[src/rtl/ysyx_22050710_wb_retire_queue_pkg.sv]
// ysyx_22050710_wb_retire_queue_pkg: shared widths, entry layout sizing and the index-zero constant
package ysyx_22050710_wb_retire_queue_pkg;
    localparam int DEF_DEPTH       = 4;
    localparam int DEF_NUM_RD      = 2;
    localparam int DEF_PC_WD       = 64;
    localparam int DEF_GPR_ADDR_WD = 5;
    localparam int DEF_GPR_WD      = 64;
    localparam int DEF_CSR_ADDR_WD = 12;
    localparam int DEF_CSR_WD      = 64;
    localparam int REG_ZERO        = 0;

    // Width of one packed entry {pc, gpr_wen, rd, gpr_wdata, csr_wen, csr_addr, csr_wdata}
    function automatic int entry_wd(input int pc_wd, input int ga_wd, input int gd_wd,
                                    input int ca_wd, input int cd_wd);
        return pc_wd + 1 + ga_wd + gd_wd + 1 + ca_wd + cd_wd;
    endfunction
endpackage

[src/rtl/ysyx_22050710_wb_bypass_match.sv]
// ysyx_22050710_wb_bypass_match: youngest-first keyed search over age-ordered entries (index 0 oldest)
module ysyx_22050710_wb_bypass_match
    import ysyx_22050710_wb_retire_queue_pkg::*;
#(
    parameter int DEPTH   = DEF_DEPTH,
    parameter int KEY_WD  = DEF_GPR_ADDR_WD,
    parameter int DATA_WD = DEF_GPR_WD
) (
    input  logic [DEPTH-1:0]         en_i,
    input  logic [DEPTH*KEY_WD-1:0]  key_i,
    input  logic [DEPTH*DATA_WD-1:0] data_i,
    input  logic [KEY_WD-1:0]        query_i,
    output logic                     hit_o,
    output logic [DATA_WD-1:0]       data_o
);
    // Scan oldest to youngest so a younger match overrides an older one
    always_comb begin
        hit_o  = 1'b0;
        data_o = '0;
        for (int i = 0; i < DEPTH; i++) begin
            if (en_i[i] && key_i[i*KEY_WD +: KEY_WD] == query_i) begin
                hit_o  = 1'b1;
                data_o = data_i[i*DATA_WD +: DATA_WD];
            end
        end
    end
endmodule

[src/rtl/ysyx_22050710_wb_retire_queue.sv]
// ysyx_22050710_wb_retire_queue: in-order write-back retire queue with GPR/CSR bypass and instret
module ysyx_22050710_wb_retire_queue
    import ysyx_22050710_wb_retire_queue_pkg::*;
#(
    parameter int DEPTH       = DEF_DEPTH,
    parameter int NUM_RD      = DEF_NUM_RD,
    parameter int PC_WD       = DEF_PC_WD,
    parameter int GPR_ADDR_WD = DEF_GPR_ADDR_WD,
    parameter int GPR_WD      = DEF_GPR_WD,
    parameter int CSR_ADDR_WD = DEF_CSR_ADDR_WD,
    parameter int CSR_WD      = DEF_CSR_WD
) (
    input  logic                          i_clk,
    input  logic                          i_rst_n,
    output logic                          o_ws_allowin,
    input  logic                          i_ms_to_ws_valid,
    input  logic [PC_WD-1:0]              i_ms_pc,
    input  logic                          i_ms_gpr_wen,
    input  logic [GPR_ADDR_WD-1:0]        i_ms_rd,
    input  logic [GPR_WD-1:0]             i_ms_gpr_wdata,
    input  logic                          i_ms_csr_wen,
    input  logic [CSR_ADDR_WD-1:0]        i_ms_csr_addr,
    input  logic [CSR_WD-1:0]             i_ms_csr_wdata,
    input  logic                          i_rf_ready,
    output logic                          o_rf_valid,
    output logic                          o_rf_gpr_wen,
    output logic [GPR_ADDR_WD-1:0]        o_rf_gpr_waddr,
    output logic [GPR_WD-1:0]             o_rf_gpr_wdata,
    output logic                          o_rf_csr_wen,
    output logic [CSR_ADDR_WD-1:0]        o_rf_csr_waddr,
    output logic [CSR_WD-1:0]             o_rf_csr_wdata,
    input  logic [NUM_RD*GPR_ADDR_WD-1:0] i_ds_rs_addr,
    output logic [NUM_RD-1:0]             o_ds_rs_hit,
    output logic [NUM_RD*GPR_WD-1:0]      o_ds_rs_data,
    input  logic [CSR_ADDR_WD-1:0]        i_ds_csr_addr,
    output logic                          o_ds_csr_hit,
    output logic [CSR_WD-1:0]             o_ds_csr_data,
    output logic                          o_retire_valid,
    output logic [PC_WD-1:0]              o_retire_pc,
    output logic [63:0]                   o_instret
);
    localparam int PW = $clog2(DEPTH);
    localparam int CW = PW + 1;
    localparam int EW = entry_wd(PC_WD, GPR_ADDR_WD, GPR_WD, CSR_ADDR_WD, CSR_WD);

    typedef struct packed {
        logic [PC_WD-1:0]       pc;
        logic                   gpr_wen;
        logic [GPR_ADDR_WD-1:0] rd;
        logic [GPR_WD-1:0]      gpr_wdata;
        logic                   csr_wen;
        logic [CSR_ADDR_WD-1:0] csr_addr;
        logic [CSR_WD-1:0]      csr_wdata;
    } entry_t;

    logic [PW-1:0]    head_q, head_d, tail_q, tail_d, age_idx;
    logic [CW-1:0]    cnt_q, cnt_d;
    logic [DEPTH-1:0] vld_q, vld_d;
    logic [63:0]      instret_q, instret_d;
    logic [EW-1:0]    mem_q [DEPTH];
    entry_t           push_ent, head_ent, age_ent;
    logic             not_empty, push, pop;

    logic [DEPTH-1:0]             gpr_en, csr_en;
    logic [DEPTH*GPR_ADDR_WD-1:0] gpr_key;
    logic [DEPTH*GPR_WD-1:0]      gpr_data;
    logic [DEPTH*CSR_ADDR_WD-1:0] csr_key;
    logic [DEPTH*CSR_WD-1:0]      csr_data;

    assign not_empty    = cnt_q != '0;
    assign o_ws_allowin = cnt_q != CW'(DEPTH);
    assign push         = i_ms_to_ws_valid && o_ws_allowin;
    assign pop          = not_empty && i_rf_ready;

    // Incoming entry; a write to x0 is dropped here so neither the RF nor the bypass ever sees it
    always_comb begin
        push_ent           = '0;
        push_ent.pc        = i_ms_pc;
        push_ent.gpr_wen   = i_ms_gpr_wen && (i_ms_rd != GPR_ADDR_WD'(REG_ZERO));
        push_ent.rd        = i_ms_rd;
        push_ent.gpr_wdata = i_ms_gpr_wdata;
        push_ent.csr_wen   = i_ms_csr_wen;
        push_ent.csr_addr  = i_ms_csr_addr;
        push_ent.csr_wdata = i_ms_csr_wdata;
    end

    // Pointer, occupancy, valid-bit and retire-counter next state
    always_comb begin
        head_d    = pop  ? head_q + PW'(1) : head_q;
        tail_d    = push ? tail_q + PW'(1) : tail_q;
        cnt_d     = cnt_q + CW'(push) - CW'(pop);
        instret_d = instret_q + 64'(pop);
        vld_d     = vld_q;
        if (pop)  vld_d[head_q] = 1'b0;
        if (push) vld_d[tail_q] = 1'b1;
    end

    // Control state with asynchronous clear; queued entries are discarded on reset
    always_ff @(posedge i_clk or negedge i_rst_n) begin
        if (!i_rst_n) begin
            head_q    <= '0;
            tail_q    <= '0;
            cnt_q     <= '0;
            vld_q     <= '0;
            instret_q <= '0;
        end else begin
            head_q    <= head_d;
            tail_q    <= tail_d;
            cnt_q     <= cnt_d;
            vld_q     <= vld_d;
            instret_q <= instret_d;
        end
    end

    // Entry payload storage; contents are only observed through the valid bits
    always_ff @(posedge i_clk) begin
        if (push) mem_q[tail_q] <= push_ent;
    end

    assign head_ent       = not_empty ? entry_t'(mem_q[head_q]) : '0;
    assign o_rf_valid     = not_empty;
    assign o_rf_gpr_wen   = pop && head_ent.gpr_wen;
    assign o_rf_gpr_waddr = head_ent.rd;
    assign o_rf_gpr_wdata = head_ent.gpr_wdata;
    assign o_rf_csr_wen   = pop && head_ent.csr_wen;
    assign o_rf_csr_waddr = head_ent.csr_addr;
    assign o_rf_csr_wdata = head_ent.csr_wdata;
    assign o_retire_valid = pop;
    assign o_retire_pc    = head_ent.pc;
    assign o_instret      = instret_q;

    // Rotate storage into age order (slot 0 = head) for the bypass search
    always_comb begin
        age_idx  = '0;
        age_ent  = '0;
        gpr_en   = '0;
        gpr_key  = '0;
        gpr_data = '0;
        csr_en   = '0;
        csr_key  = '0;
        csr_data = '0;
        for (int i = 0; i < DEPTH; i++) begin
            age_idx = head_q + PW'(i);
            age_ent = entry_t'(mem_q[age_idx]);
            gpr_en[i]                          = vld_q[age_idx] && age_ent.gpr_wen;
            gpr_key[i*GPR_ADDR_WD +: GPR_ADDR_WD] = age_ent.rd;
            gpr_data[i*GPR_WD +: GPR_WD]          = age_ent.gpr_wdata;
            csr_en[i]                          = vld_q[age_idx] && age_ent.csr_wen;
            csr_key[i*CSR_ADDR_WD +: CSR_ADDR_WD] = age_ent.csr_addr;
            csr_data[i*CSR_WD +: CSR_WD]          = age_ent.csr_wdata;
        end
    end

    for (genvar k = 0; k < NUM_RD; k++) begin : g_rs
        logic [GPR_ADDR_WD-1:0] q;
        logic                   hit;
        logic [GPR_WD-1:0]      data;
        assign q = i_ds_rs_addr[k*GPR_ADDR_WD +: GPR_ADDR_WD];
        ysyx_22050710_wb_bypass_match #(
            .DEPTH(DEPTH), .KEY_WD(GPR_ADDR_WD), .DATA_WD(GPR_WD)
        ) u_match (
            .en_i(gpr_en), .key_i(gpr_key), .data_i(gpr_data),
            .query_i(q), .hit_o(hit), .data_o(data)
        );
        assign o_ds_rs_hit[k]                    = hit && (q != GPR_ADDR_WD'(REG_ZERO));
        assign o_ds_rs_data[k*GPR_WD +: GPR_WD] = o_ds_rs_hit[k] ? data : '0;
    end

    ysyx_22050710_wb_bypass_match #(
        .DEPTH(DEPTH), .KEY_WD(CSR_ADDR_WD), .DATA_WD(CSR_WD)
    ) u_csr_match (
        .en_i(csr_en), .key_i(csr_key), .data_i(csr_data),
        .query_i(i_ds_csr_addr), .hit_o(o_ds_csr_hit), .data_o(o_ds_csr_data)
    );
endmodule

[config.mk]
export PLATFORM = sky130hd
export DESIGN_NAME = ysyx_22050710_wb_retire_queue
export DESIGN_NICKNAME = d
export VERILOG_FILES = /design/src/rtl/ysyx_22050710_wb_retire_queue_pkg.sv /design/src/rtl/ysyx_22050710_wb_bypass_match.sv /design/src/rtl/ysyx_22050710_wb_retire_queue.sv
export SDC_FILE = /design/constraint.sdc
export NUM_CORES = 2
export LEC_CHECK = 0
export ABC_AREA = 1
export BUFFER_PORTS_ARGS = -buffer_cell sky130_fd_sc_hd__buf_2
export CORE_MARGIN = 1.5
export CORE_UTILIZATION = 40
export DETAILED_ROUTE_END_ITERATION = 12
export PLACE_DENSITY_LB_ADDON = 0.3
export SYNTH_ARGS = -nofsm -noshare
export SYNTH_HDL_FRONTEND = slang
export SYNTH_SLANG_ARGS = --single-unit
[constraint.sdc]
create_clock -name i_clk -period 13.2 [get_ports i_clk]
set_clock_uncertainty 0.15 [all_clocks]
set_input_delay 2.64 -clock i_clk [delete_from_list [all_inputs] [get_ports i_clk]]
set_output_delay 2.64 -clock i_clk [all_outputs]
set_load 0.03 [all_outputs]
## Word level (Yosys, flattened, before mapping)

Memories as Yosys holds them, arrays and structs flattened.
Cells that the tools add are included.

| cells by class | value |
|---|---|
| reduce and logical (&&, ||, !) cells | 33 |
| $add $sub $neg | 7 |
| bitwise logic cells | 3 |
| muxes and demuxes | 43 |
| magnitude comparators | 7 |
| equality and inequality tests | 13 |

Operators with widths:

| cell | count |
|---|---|
| $mux 64 | 14 |
| $mux 211 | 1 |
| $add 64x1->64 | 1 |
| $eq 12x12->1 | 4 |
| $eq 5x5->1 | 8 |
| $logic_and 1x1->1 | 29 |
| $mux 1 | 20 |
| $lt 2x3->1 const B | 5 |
| $reduce_bool 5->1 | 3 |
| $bmux 1 s2 | 4 |
| $mux 4 | 2 |
| $add 2x1->2 const B | 2 |
| $add 2x2->2 const B | 2 |
| $and 4x4->4 | 1 |
| $demux 1 s2 | 2 |
| $ge 2x1->1 const B | 2 |
| $not 4->4 | 1 |
| $or 4x4->4 | 1 |
| $add 3x1->3 | 1 |
| $ne 3x3->1 const B | 1 |
| $reduce_bool 3->1 | 1 |
| $sub 3x1->3 | 1 |

| word-level totals | value |
|---|---|
| output and inout port bits | 473 |
| logic and storage cells | 112 |
| register bits | 75 |
| RAM bits | 844 |
| memories | 1 |
| input bits | 237 |

Memory list:

| memory | words | width | rd ports | clocked after memory_dff | wr ports | RTL line | text |
|---|---|---|---|---|---|---|---|
| mem_q | 4 | 211 | 4 | 0 | 1 | ysyx_22050710_wb_retire_queue.sv:60 | `logic [EW-1:0] mem_q [DEPTH];` |

## Logic depth before layout (Yosys ltp)

| logic depth | value |
|---|---|
| depth after elaboration | 10 |
| depth in mapped cells | 26 |
| mapped depth without buffers | 16 |

## Cells and area by module

A second synthesis with hierarchy kept.

| unflattened totals | value |
|---|---|
| cell total of the unflattened synthesis | 7375 |
| area total of the unflattened synthesis | 59175.5 sq um |

By module, submodules not included:

| module | seq. area each (sq um) | area each (sq um) | cells an instance | instances |
|---|---|---|---|---|
| ysyx_22050710_wb_retire_queue | 27221.1 | 47544.3 | 4810 | 1 |
| ysyx_22050710_wb_bypass_match (g_rs[0].u_match ...) | 0.0 | 3644.7 | 783 | 2 |
| ysyx_22050710_wb_bypass_match (u_csr_match) | 0.0 | 4341.7 | 999 | 1 |

## Worst setup path after synthesis

Ideal clock, no wire load.

| path | value |
|---|---|
| path type | input port to flip-flop |
| from | input i_ms_to_ws_valid |
| to | register vld_q[2] |
| library setup time | 119 ps |
| required time | 12931 ps |
| path slack | 498 ps |
| cell stages on the path | 3 |
| arrival | 12433 ps |
| path buffers | 0 |
| cells stage by stage | nand2_1 -> nor2_1 -> or2_2 |

| between the ends | value |
|---|---|
| word-level cells in the longest chain between the ends | 2 |

RTL lines:

| what | RTL line | text |
|---|---|---|
| start, declared | ysyx_22050710_wb_retire_queue.sv:16 | `input logic i_ms_to_ws_valid,` |
| $logic_and 1x1->1 | ysyx_22050710_wb_retire_queue.sv:72 | `assign push = i_ms_to_ws_valid && o_ws_allowin;` |
| $mux 4 | ysyx_22050710_wb_retire_queue.sv:95 | `if (push) vld_d[tail_q] = 1'b1;` |
| net vld_d[2] | ysyx_22050710_wb_retire_queue.sv:58 | `logic [DEPTH-1:0] vld_q, vld_d;` |
| end signal, assigned | ysyx_22050710_wb_retire_queue.sv:110 | `vld_q <= vld_d;` |
| end, declared | ysyx_22050710_wb_retire_queue.sv:58 |  |

The timed path passes the listed nets, and every way through them passes these cells.
A chain may end at the register's enable or synchronous reset.

## Worst setup path in the final report

| path | value |
|---|---|
| from | register head_q[0] |
| to | output o_ds_rs_data[0] |

| between the ends | value |
|---|---|
| word-level cells in the longest chain between the ends | 10 |
| elaborated cells on any way between the ends | 34 |
| classes of those cells | 3 x add/sub; 4 x eq/ne; 17 x mux; 9 x reduce/logical; 1 x memory |

RTL lines:

| what | RTL line | text |
|---|---|---|
| start, declared | ysyx_22050710_wb_retire_queue.sv:56 | `logic [PW-1:0] head_q, head_d, tail_q, tail_d, age_idx;` |
| start signal, assigned | ysyx_22050710_wb_retire_queue.sv:101 | `head_q <= '0;` |
| start signal, assigned | ysyx_22050710_wb_retire_queue.sv:107 | `head_q <= head_d;` |
| parallel branches: the longest is 9 deep, another holds $mem_v2 4x211 | -- |  |
| $mux 64 * | ysyx_22050710_wb_retire_queue.sv:166 | `assign o_ds_rs_data[k*GPR_WD +: GPR_WD] = o_ds_rs_hit[k] ? data : '0;` |
| end, declared | ysyx_22050710_wb_retire_queue.sv:34 | `output logic [NUM_RD*GPR_WD-1:0] o_ds_rs_data,` |

Mark *: on every way between the ends. The select of a mux whose other input is x is not followed.

==> flow_metrics.tcl <==
set metrics [dict create \
    maxCapViolCount 0 \
    drt-wirelength-per-cell_um 19.5 \
    grt.overflow.total 0 \
    tritoncts_buffer_count 102 \
    worst_skew_pair.late_latency_ns 0.75 \
    status "finished, final reports clean" \
    drt.antenna.violating_nets 0 \
    firstDrtPassIters 6 \
    netlist_area_um2 56400 \
    critical_path_peak_fanout 241 \
    finalHoldWorstSlack_ns 0.324 \
    initial_utilization 0.404 \
    num_vias 52200 \
    worst_ep_required_time_ns 10.41 \
    buffer_ports.inserted 709 \
    power_leakage_uw 0.0284 \
    timing.hold.worst.class "flip-flop to flip-flop" \
    setup_total_negative_slack_ns 0 \
    place_hpwl_um 123000 \
    grt_pass1_wl_um 286000 \
    average_cell_area_after_synthesis_um2 7.52 \
    ys_dominant_reg_cell "sky130_fd_sc_hd__edfxtp_1" \
    largest_net_degree_at_the_start_of_global_routing 242 \
    pin_count 710 \
    clock_pin_slew_on_the_worst_setup_and_hold_paths_ns 0.06 \
    grt_usage 0.261 \
    tritoncts "done" \
    synthDistinctLibCells 41 \
    syn-num-nets 7760 \
    critical_path.startpoint_type "flip-flop" \
    finalWorstPathRequiredPeriod_ns 10.05 \
    rows 137 \
    gp_congestion 0.939 \
    timing_worst_setup_path_type "flip-flop to output pin" \
    dieArea_um2 143000 \
    final_hold_viol_count 0 \
    wirelength_um 193000 \
    yosys_reg_bits 919 \
    drive_gt1_frac 0.121 \
    worst_pin_slew_ns 1.16 \
    post_synth_inst_count 7510 \
    rsz0062_at_grt "false" \
    tcrit_tclk_final 0.761 \
    share_of_synthesized_flip_flops_with_an_asynchronous_set_or_reset 0.0816 \
    synthToLayoutAreaGrowth_pct 13.4 \
    routed_via_density 5.29 \
    worstPathArrival_ns 7.26 \
    relSlewSlack 0.226 \
    dr.first_iter.drc_count 4894 \
    count_of_yosys_warnings_during_synthesis 0 \
    cts.root.buffer_cell "sky130_fd_sc_hd__clkbuf_16" \
    end_kind "output pin" \
    drc_violations 0 \
    cts_max_path_buffers 3 \
    numClockSinks 919 \
    antenna_violations_before_repair 76 \
    final_max_slew_viol_count 0 \
    synth_edf_count 844 \
    setup_viol 0 \
    dieHeight_um 379 \
    cts_setup_buffers 0 \
    grt_pass1_vias 47800 \
    max_clk_rate_mhz 99.5 \
    post_cts_hold_buffer_count 0 \
    core_region_area_um2 140000 \
    cts_resized 0 \
    finish.net_count 8133 \
    power_per_cell_area_nw_per_um2 248 \
    h-tree-depth 3 \
    worst_ir_drop_vdd_mv 0.285 \
    die_w_um 379 \
    yosysSeqAreaShare 0.482 \
]
-- area by class of cell --
cell class / instances / area, um2
timing repair buffer: 773 / 4120
multi-input combinational: 5204 / 23700
antenna: 36 / 90.1
clock inverter: 55 / 480
clock buffer: 127 / 2680
sequential: 919 / 27200
inverter: 883 / 3360
tap: 1876 / 2350
fill: 13800 / 75700
-- cells in the final DEF (no fill, tap or decap), types with 21 or more instances in the layout --
cell type and n:
sky130_fd_sc_hd__nand2_1 2129, sky130_fd_sc_hd__o21ai_0 1006, sky130_fd_sc_hd__inv_1 873, sky130_fd_sc_hd__edfxtp_1 844, sky130_fd_sc_hd__buf_2 709, sky130_fd_sc_hd__nor2_1 694
sky130_fd_sc_hd__nand3_1 606, sky130_fd_sc_hd__o21ai_1 216, sky130_fd_sc_hd__a21oi_1 197, sky130_fd_sc_hd__clkbuf_16 102, sky130_fd_sc_hd__xor2_1 73, sky130_fd_sc_hd__dfrtp_1 73
sky130_fd_sc_hd__mux2i_1 64, sky130_fd_sc_hd__nand3b_1 64, sky130_fd_sc_hd__buf_4 57, sky130_fd_sc_hd__diode_2 36, sky130_fd_sc_hd__nor3_1 32, sky130_fd_sc_hd__nand4_1 26
sky130_fd_sc_hd__clkbuf_1 22, sky130_fd_sc_hd__clkinv_2 21, sky130_fd_sc_hd__clkinv_1 21
-- where the power goes --
group          internal, uW  leakage (uW)  switching (uW)  total, uW
combinational          2300        0.0182            6870       9170
sequential             3790       0.00865             220       4010
clock                  1480       0.00154            1200       2690
-- state kept, by name (all words and copies together), names as in the netlist --
register,cells
mem_q,844
tail_q,2
vld_q,4
o_instret,64
cnt_q,3
head_q,2
-- final timing paths --
| check | startpoint | end | slack, ns | cells after the start |
|---|---|---|---|---|
| worst max-delay path | head_q[0]$_DFFE_PN0P_ | o_ds_rs_data[0] | 3.15 | 16 |
| max in group asynchronous | i_rst_n | head_q[0]$_DFFE_PN0P_ | 10.17 | 2 |
| worst min register to register | o_instret[63]$_DFF_PN0_ | o_instret[63]$_DFF_PN0_ | 0.32 | 1 |
| worst max register to register | cnt_q[1]$_DFF_PN0_ | o_instret[62]$_DFF_PN0_ | 8.93 | 17 |
| min in group asynchronous | i_rst_n | o_instret[16]$_DFF_PN0_ | 1.98 | 2 |
| worst min-delay path | o_instret[63]$_DFF_PN0_ | o_instret[63]$_DFF_PN0_ | 0.32 | 1 |
-- kinds of logic after synthesis --
kind of cell,after synthesis,synth area share
AND/OR/NAND/NOR,3604,0.261
AO/OA/AOI/OAI,1432,0.128
buffers and inverters,1387,0.100
flip-flops,919,0.482
XOR/XNOR,91,0.0141
multiplexers,64,0.0113
adder cells (fa/ha/maj),13,0.00301
-- synthesized netlist by cell type, types with 73 or more instances --
cell type | instances | area, um2
sky130_fd_sc_hd__dfrtp_1 | 75 | 1880
sky130_fd_sc_hd__nand3_1 | 609 | 3050
sky130_fd_sc_hd__o21ai_0 | 1006 | 5030
sky130_fd_sc_hd__inv_1 | 873 | 3280
sky130_fd_sc_hd__a21oi_1 | 197 | 986
sky130_fd_sc_hd__clkbuf_1 | 235 | 882
sky130_fd_sc_hd__buf_2 | 168 | 841
sky130_fd_sc_hd__o21ai_1 | 216 | 1080
sky130_fd_sc_hd__xor2_1 | 73 | 639
sky130_fd_sc_hd__nor2_1 | 705 | 2650
sky130_fd_sc_hd__edfxtp_1 | 844 | 25300
sky130_fd_sc_hd__nand2_1 | 2133 | 8010
-- stage by stage --
| step | std cells | power (uW) | setup slack [ns] | cell area, um2 | utilization |
|---|---|---|---|---|---|
| after floorplan | 7510 | 10700 | 0.498 | 56400 | - |
| after global routing | 9860 | 17000 | 2.49 | 64000 | 0.458 |
| after global placement | 9655 | 13000 | 4.04 | 60800 | 0.435 |
| final | 9873 | 15900 | 3.15 | 64000 | 0.458 |
| after detailed placement | 9655 | 13100 | 3.89 | 60800 | 0.435 |
| after CTS | 9837 | 15800 | 3.06 | 63900 | 0.458 |
-- worst max-delay path, stage by stage, from the launching register on --
cell and delay (ns):
sky130_fd_sc_hd__dfrtp_4 0.86, sky130_fd_sc_hd__clkinv_16 0.41, sky130_fd_sc_hd__buf_12 0.54, sky130_fd_sc_hd__buf_4 0.94, sky130_fd_sc_hd__nand2_1 0.18, sky130_fd_sc_hd__nand2_1 0.12, sky130_fd_sc_hd__nand2_1 0.05, sky130_fd_sc_hd__nand2_1 0.19
sky130_fd_sc_hd__nand3_1 0.12, sky130_fd_sc_hd__nor2_2 0.25, sky130_fd_sc_hd__nand3_2 0.54, sky130_fd_sc_hd__buf_4 0.55, sky130_fd_sc_hd__nand4_4 0.16, sky130_fd_sc_hd__buf_4 0.72, sky130_fd_sc_hd__nand2_1 0.31, sky130_fd_sc_hd__a21oi_1 0.22
sky130_fd_sc_hd__buf_2 0.22
-- per-layer routing --
metal | vias up | part of all wire | track usage | wire (um)
li1 | 25300 | - | - | -
met3 | 471 | 0.10 | 0.0702 | 19800
met1 | 24100 | 0.41 | 0.331 | 78100
met5 | - | 0.0022 | 0 | 425
met2 | 2310 | 0.45 | 0.421 | 87200
met4 | 68 | 0.037 | 0.108 | 7080
Power figures use the tool's default switching activity.
